`config.mk`:
```
export PLATFORM = sky130hd
export DESIGN_NAME = nn_layer_sequencer
export DESIGN_NICKNAME = d
export VERILOG_FILES = /design/src/rtl/nn_cfg_pkg.sv /design/src/rtl/nn_outstanding_ctr.sv /design/src/rtl/nn_layer_sequencer.sv
export SDC_FILE = /design/constraint.sdc
export NUM_CORES = 1
export LEC_CHECK = 0
export ABC_AREA = 1
export CORE_ASPECT_RATIO = 1.4
export CORE_UTILIZATION = 44
export CTS_CLUSTER_SIZE = 25
export DETAILED_ROUTE_END_ITERATION = 10
export GPL_ROUTABILITY_DRIVEN = 0
export PLACE_DENSITY = 0.75
export SLEW_MARGIN = 20
export SYNTH_ARGS = -nofsm -noshare
export SYNTH_HDL_FRONTEND = slang
export SYNTH_HIERARCHICAL = 1
export SYNTH_SLANG_ARGS = --single-unit
```
`constraint.sdc`:
```
create_clock -name ACLK -period 2.48 [get_ports ACLK]
set_clock_uncertainty 0.1 [all_clocks]
set_input_delay 0.248 -clock ACLK [delete_from_list [all_inputs] [get_ports ACLK]]
set_output_delay 0.248 -clock ACLK [all_outputs]
set_load 0.01 [all_outputs]
```
`src/rtl/nn_cfg_pkg.sv`:
```
// nn_cfg_pkg: shared network configuration for the layer sequencer.
//   - layer count, index widths and in-flight limit
//   - per-layer neuron counts and fan-in tables (layer 1 is entry 0)
//   - sequencer state type and table lookup helpers (1-based layer index)
package nn_cfg_pkg;

  localparam int unsigned NUM_LAYERS = 4;
  localparam int unsigned LAYER_W    = 3;
  localparam int unsigned NEURON_W   = 6;
  localparam int unsigned MAX_OUT    = 4;
  localparam int unsigned FANIN_W    = 16;

  typedef logic [LAYER_W-1:0]  layer_t;
  typedef logic [NEURON_W-1:0] neuron_t;
  typedef logic [FANIN_W-1:0]  fanin_t;

  localparam neuron_t LAYER_SIZE [NUM_LAYERS] = '{6'd30, 6'd30, 6'd10, 6'd10};
  localparam fanin_t  LAYER_FANIN[NUM_LAYERS] = '{16'd784, 16'd30, 16'd30, 16'd10};

  typedef enum logic [1:0] {
    ST_IDLE,
    ST_ISSUE,
    ST_DRAIN,
    ST_FINISH
  } seq_state_e;

  // Neuron count of a 1-based layer; 0 for an out-of-range layer.
  function automatic neuron_t layer_size(input layer_t layer);
    neuron_t r;
    r = '0;
    for (int unsigned i = 0; i < NUM_LAYERS; i++) begin
      if (layer == LAYER_W'(i + 1)) r = LAYER_SIZE[i];
    end
    return r;
  endfunction

  // Fan-in of a 1-based layer; 0 for an out-of-range layer.
  function automatic fanin_t layer_fanin(input layer_t layer);
    fanin_t r;
    r = '0;
    for (int unsigned i = 0; i < NUM_LAYERS; i++) begin
      if (layer == LAYER_W'(i + 1)) r = LAYER_FANIN[i];
    end
    return r;
  endfunction

endpackage

```
`src/rtl/nn_outstanding_ctr.sv`:
```
// nn_outstanding_ctr: saturating up/down count of jobs in flight.
//   ACLK, ARESETN : clock, synchronous active-low reset
//   clr_i         : force count to zero (wins over inc/dec)
//   inc_i, dec_i  : job issued / job result returned (both -> unchanged)
//   full_o        : count will equal MAX after this edge
//   zero_o        : count will be zero after this edge
//   underflow_o   : dec_i while the count is already zero (count stays 0)
// The flags describe the post-edge count so that registered consumers in
// the parent see them aligned with the count they gate.
module nn_outstanding_ctr #(
  parameter int unsigned MAX = 4
) (
  input  logic ACLK,
  input  logic ARESETN,
  input  logic clr_i,
  input  logic inc_i,
  input  logic dec_i,
  output logic full_o,
  output logic zero_o,
  output logic underflow_o
);

  localparam int unsigned   CW    = $clog2(MAX + 1);
  localparam logic [CW-1:0] MAX_C = CW'(MAX);

  logic [CW-1:0] cnt_q, cnt_d;
  logic          up, down;

  always_comb begin
    up    = inc_i && (cnt_q != MAX_C);
    down  = dec_i && (cnt_q != '0);
    cnt_d = cnt_q;
    if (clr_i)              cnt_d = '0;
    else if (up && !down)   cnt_d = cnt_q + 1'b1;
    else if (down && !up)   cnt_d = cnt_q - 1'b1;
  end

  always_ff @(posedge ACLK) begin
    if (!ARESETN) cnt_q <= '0;
    else          cnt_q <= cnt_d;
  end

  assign full_o      = (cnt_d == MAX_C);
  assign zero_o      = (cnt_d == '0);
  assign underflow_o = dec_i && (cnt_q == '0);

endmodule

```
`src/rtl/nn_layer_sequencer.sv`:
```
// nn_layer_sequencer: walks every (layer, neuron) job of the network and
// issues them to the neuron datapath, holding a barrier between layers.
//   ACLK, ARESETN      : clock, synchronous active-low reset
//   start, abort       : begin a pass when idle / cancel the pass
//   busy, done         : pass in progress / one-cycle pass-complete pulse
//   layer_done         : one-cycle pulse when a layer's last result returns
//   issue_valid/ready  : job handshake; layer_idx, neuron_idx (1-based),
//                        fan_in, last_in_layer describe the presented job
//   result_valid       : one job completed by the datapath
//   err                : sticky, result returned with nothing in flight
// Optional macro NN_LAYER_SEQ_PERF_EN adds cycle_count and stall_count.
// All outputs are registered.
module nn_layer_sequencer #(
  parameter int unsigned NUM_LAYERS = nn_cfg_pkg::NUM_LAYERS,
  parameter int unsigned LAYER_W    = nn_cfg_pkg::LAYER_W,
  parameter int unsigned NEURON_W   = nn_cfg_pkg::NEURON_W,
  parameter int unsigned MAX_OUT    = nn_cfg_pkg::MAX_OUT
) (
  input  logic                ACLK,
  input  logic                ARESETN,
  input  logic                start,
  input  logic                abort,
  output logic                busy,
  output logic                done,
  output logic                layer_done,
  output logic                issue_valid,
  input  logic                issue_ready,
  output logic [LAYER_W-1:0]  layer_idx,
  output logic [NEURON_W-1:0] neuron_idx,
  output logic [15:0]         fan_in,
  output logic                last_in_layer,
  input  logic                result_valid,
  output logic                err
`ifdef NN_LAYER_SEQ_PERF_EN
 ,output logic [31:0]         cycle_count
 ,output logic [31:0]         stall_count
`endif
);

  import nn_cfg_pkg::*;

  localparam logic [LAYER_W-1:0]  LAYER_ONE  = LAYER_W'(1);
  localparam logic [NEURON_W-1:0] NEURON_ONE = NEURON_W'(1);

  seq_state_e          state_q, state_d;
  logic [LAYER_W-1:0]  layer_q, layer_d;
  logic [NEURON_W-1:0] neuron_q, neuron_d;
  logic [15:0]         fan_q, fan_d;
  logic                busy_q, busy_d;
  logic                done_q, done_d;
  logic                ldone_q, ldone_d;
  logic                valid_q, valid_d;
  logic                last_q, last_d;
  logic                err_q, err_d;

  logic accept;
  logic ctr_full, ctr_zero, ctr_underflow;

  assign accept = valid_q && issue_ready;

  nn_outstanding_ctr #(
    .MAX (MAX_OUT)
  ) u_outstanding (
    .ACLK        (ACLK),
    .ARESETN     (ARESETN),
    .clr_i       (abort),
    .inc_i       (accept),
    .dec_i       (result_valid),
    .full_o      (ctr_full),
    .zero_o      (ctr_zero),
    .underflow_o (ctr_underflow)
  );

  // State and registered outputs.
  always_ff @(posedge ACLK) begin
    if (!ARESETN) begin
      state_q  <= ST_IDLE;
      layer_q  <= LAYER_ONE;
      neuron_q <= NEURON_ONE;
      fan_q    <= layer_fanin(layer_t'(LAYER_ONE));
      busy_q   <= 1'b0;
      done_q   <= 1'b0;
      ldone_q  <= 1'b0;
      valid_q  <= 1'b0;
      last_q   <= 1'b0;
      err_q    <= 1'b0;
    end else begin
      state_q  <= state_d;
      layer_q  <= layer_d;
      neuron_q <= neuron_d;
      fan_q    <= fan_d;
      busy_q   <= busy_d;
      done_q   <= done_d;
      ldone_q  <= ldone_d;
      valid_q  <= valid_d;
      last_q   <= last_d;
      err_q    <= err_d;
    end
  end

  // Next state and job indices.
  always_comb begin
    state_d  = state_q;
    layer_d  = layer_q;
    neuron_d = neuron_q;
    if (abort) begin
      state_d  = ST_IDLE;
      layer_d  = LAYER_ONE;
      neuron_d = NEURON_ONE;
    end else begin
      unique case (state_q)
        ST_IDLE: begin
          if (start) begin
            state_d  = ST_ISSUE;
            layer_d  = LAYER_ONE;
            neuron_d = NEURON_ONE;
          end
        end
        ST_ISSUE: begin
          if (accept) begin
            if (last_q) state_d  = ST_DRAIN;
            else        neuron_d = neuron_q + 1'b1;
          end
        end
        ST_DRAIN: begin
          // ctr_zero already folds in a result returning this cycle, so
          // the next layer is presented on the very next cycle.
          if (ctr_zero) begin
            if (layer_q == LAYER_W'(NUM_LAYERS)) begin
              state_d = ST_FINISH;
            end else begin
              state_d  = ST_ISSUE;
              layer_d  = layer_q + 1'b1;
              neuron_d = NEURON_ONE;
            end
          end
        end
        ST_FINISH: begin
          state_d  = ST_IDLE;
          layer_d  = LAYER_ONE;
          neuron_d = NEURON_ONE;
        end
        default: state_d = ST_IDLE;
      endcase
    end
  end

  // Output values for the coming cycle.
  always_comb begin
    valid_d = (state_d == ST_ISSUE) && !ctr_full;
    busy_d  = (state_d != ST_IDLE);
    done_d  = !abort && (state_q == ST_FINISH);
    ldone_d = !abort && (state_q == ST_DRAIN) && ctr_zero;
    fan_d   = 16'(layer_fanin(layer_t'(layer_d)));
    last_d  = (neuron_d == NEURON_W'(layer_size(layer_t'(layer_d))));
    err_d   = err_q || ctr_underflow;
  end

  assign busy          = busy_q;
  assign done          = done_q;
  assign layer_done    = ldone_q;
  assign issue_valid   = valid_q;
  assign layer_idx     = layer_q;
  assign neuron_idx    = neuron_q;
  assign fan_in        = fan_q;
  assign last_in_layer = last_q;
  assign err           = err_q;

`ifdef NN_LAYER_SEQ_PERF_EN
  logic [31:0] cyc_q, cyc_d, stall_q, stall_d;

  always_comb begin
    cyc_d   = cyc_q;
    stall_d = stall_q;
    if (!abort && (state_q == ST_IDLE) && start) begin
      cyc_d   = '0;
      stall_d = '0;
    end else begin
      if (busy_q && (cyc_q != '1))                        cyc_d   = cyc_q + 1'b1;
      if (valid_q && !issue_ready && (stall_q != '1))     stall_d = stall_q + 1'b1;
    end
  end

  always_ff @(posedge ACLK) begin
    if (!ARESETN) begin
      cyc_q   <= '0;
      stall_q <= '0;
    end else begin
      cyc_q   <= cyc_d;
      stall_q <= stall_d;
    end
  end

  assign cycle_count = cyc_q;
  assign stall_count = stall_q;
`else
  // Performance counters not built.
`endif

endmodule

```
==> flow_summary.ini <==
[cells_and_area]
finalNonFillerCells = 321
drive_gt1_share_pct = 24.11
area_growth_pct = 35.25
fin_nets = 295
final_core_util_pct = 64.10
diodes = 0

[timing]
rsz0062_at_grt = true
period_minus_slack_ns = 2.462
slew_viol_final = 0
setup_viol = 0
hold_violations = 0
period_share_pct = 99.26
clock.fmax_ghz = 0.4062

[place]
port_buffers = 26
placedCellCount = 313
dpl.hpwl_um = 2702

[logic_synthesis]
synth-xor-area-share_pct = 0.5752
synthAdderAreaFrac_pct = 4.930
netlist_area_sq_um = 1523
synthSimpleGateAreaFrac_pct = 42.15
synth_seq_cells = 24
synth_top_area_cell = dfxtp_1
yosysWarnings = 6
ys_seq_area_share_pct = 31.55
synth_compound_area_share_pct = 5.505
synthTopCellsByArea = dfxtp_1, nand2_1, nand3_1, inv_1, buf_4
yosysTopAreaCellShare_pct = 31.55
syn-instance-count = 235
ys_types = 22
yosys-mux-area-fraction_pct = 0
synth_top_family_by_area = simple AND/OR/NAND/NOR gates
avgSynthCellArea_sq_um = 6.480

[clocking]
cts_tree = done
htree_levels = 1
path_clk_slew_ns = 0.08
clockBufferDepth = 2
hold_buffers = 0
cts_root_buf = clkbuf_8
numCtsBuffers = 3
clock_sinks = 24
clkLatencyLatePin_ns = 0.27

[floorplan]
design.die.area_sq_um = 3703
core_area_sq_um = 3213
die_w_um = 51.72
io_pins = 37
row_count = 24
die_h_um = 71.61
start_util_pct = 47.39

[global_routing]
grt_start_max_net_pins = 14
grt_pass1_wl_um = 5409
gr-total-overflow = 0
grtUsageTotal_pct = 19.70
grt_pass1_vias = 1322
antenna_found_initial = 0

[worst_hold_path]
hold_path_startpoint = err
hold_path_class = reg -> reg

[drt]
drc = 0
drtAntennaViolNets = 0
first_iter_violations = 22
wl_per_cell_um = 10.82
avgViaCountPerCell = 4.769
wirelength_um = 3474
vias = 1531
first_pass_iters = 4

[pwr]
p_total_mw = 0.7832
pwr_density_cell_nw_per_um2 = 380.3
p_leak_nw = 1.011
ir_worst_vdd_mv = 0.4278

[setup_path]
endpoint_kind = register
start_kind = register
arrival_ns = 2.54
required_ns = 2.56
startpoint = u_outstanding/cnt_q[1]
r2r-start = u_outstanding/cnt_q[1]
worst-setup-path-type = reg -> reg
cp_max_fo = 4

[outcome]
outcome = completed

[flow_run]
drv_cap = 0
==> power breakdown <==
group	total (mW)	internal [mW]	switching, mW	leakage (nW)
clock network	0.271	0.142	0.129	0.0288
logic	0.117	0.0488	0.0680	0.787
registers	0.396	0.391	0.00443	0.195
==> metal layers <==
layer / track usage, % / wire length, um / vias to the layer above
met5: 0 / 0 / -
met3: 2.123 / 70 / 7
met4: 12.91 / 90 / 0
met1: 18.23 / 1305 / 689
met2: 38.38 / 2008 / 29
li1: - / - / 806
==> stage by stage <==
step | hold slack [ns] | area [sq um] | worst slack (ns) | setup TNS [ns]
2_1_floorplan | 0.2167 | 1556 | 0.09112 | 0
3_3_place_gp | 0.3619 | 1896 | -0.1987 | -0.5634
4_1_cts | 0.3914 | 1976 | 0.001104 | 0
3_5_place_dp | 0.3639 | 1896 | -0.2522 | -0.8424
6_report | 0.3852 | 2059 | 0.01843 | 0
5_1_grt | 0.4329 | 2059 | -0.2442 | -0.7110
==> placed cells by master, fill, tap and decap left out, types with 2 or more instances in the layout <==
cell,instances
nand3_1,25
dfxtp_2,2
ha_1,5
nor2_4,3
a21oi_1,2
nor2_2,8
o21ai_1,3
buf_4,20
dfxtp_1,22
clkdlybuf4s50_1,26
nor2_1,19
nand2_1,63
inv_2,9
nand4_1,3
o21ai_0,4
nand3_2,6
conb_1,10
clkbuf_8,4
inv_1,27
o211ai_1,2
nand2_2,10
==> registers in the layout, summed over array words and instances (netlist names) <==
signal and cells:
neuron_idx 6, fan_in 4, layer_idx 3, u_outstanding/cnt_q 3
state_q 2, busy 1, done 1, err 1
issue_valid 1, last_in_layer 1, layer_done 1
==> final cells by class <==
class	count	area, sq um
clock buffers	4	55.05
fillers	292	1154
inverters	37	141.4
multi-input cells	171	920.9
flip-flops and latches	24	483.0
well taps	39	48.80
repair buffers	46	410.4
==> synthesized netlist by cell type <==
library cell / count
dfxtp_1: 24
nand2_1: 68
o21bai_1: 1
o211ai_1: 2
xor2_1: 1
nand2_2: 6
nor2_2: 4
inv_2: 7
a21oi_1: 3
nor2_1: 23
o21ai_0: 4
nand3_1: 28
o21ai_1: 3
nand3_2: 4
conb_1: 1
buf_4: 12
nor2_4: 3
inv_1: 30
nand4_1: 3
nor3_1: 1
o21bai_2: 1
ha_1: 6
==> timing repair <==
item                                   4_1_cts  5_1_grt
buffers inserted                             1        3
setup endpoints to repair                    2        6
pin swaps                                    4       14
resized for setup                            6       18
endpoints found under the hold margin        0        0
==> path summary, 6_finish.rpt <==
kind                                       to  slack [ns]  depth (start not counted)
worst max-delay path            last_in_layer        0.02                         18
worst min-delay path                      err        0.39                          2
worst max register to register  last_in_layer        0.02                         18
worst min register to register            err        0.39                          2
==> cell families after synthesis <==
group,Yosys count
and+or+nand+nor,140
buffers and inverters,49
DFF,24
AOI/OAI and AO/OA,14
adders and majority gates,6
xor gates and xnor gates,1
other,1
==> critical path, stage by stage, from the launching register on <==
cell     delay (ns)
dfxtp_2        0.35
inv_4          0.07
ha_4           0.14
nand2_2        0.07
nand2_4        0.09
nand4_1        0.19
a21oi_2        0.21
nor2_2         0.05
nor2_2         0.15
buf_4          0.15
nand4_1        0.08
nand2_1        0.11
nand2_2        0.07
nor2_4         0.15
inv_2          0.07
nand3_1        0.09
nand2_2        0.06
o21ai_1        0.12
nor2_1         0.05
(Power assumes the default switching activity.)
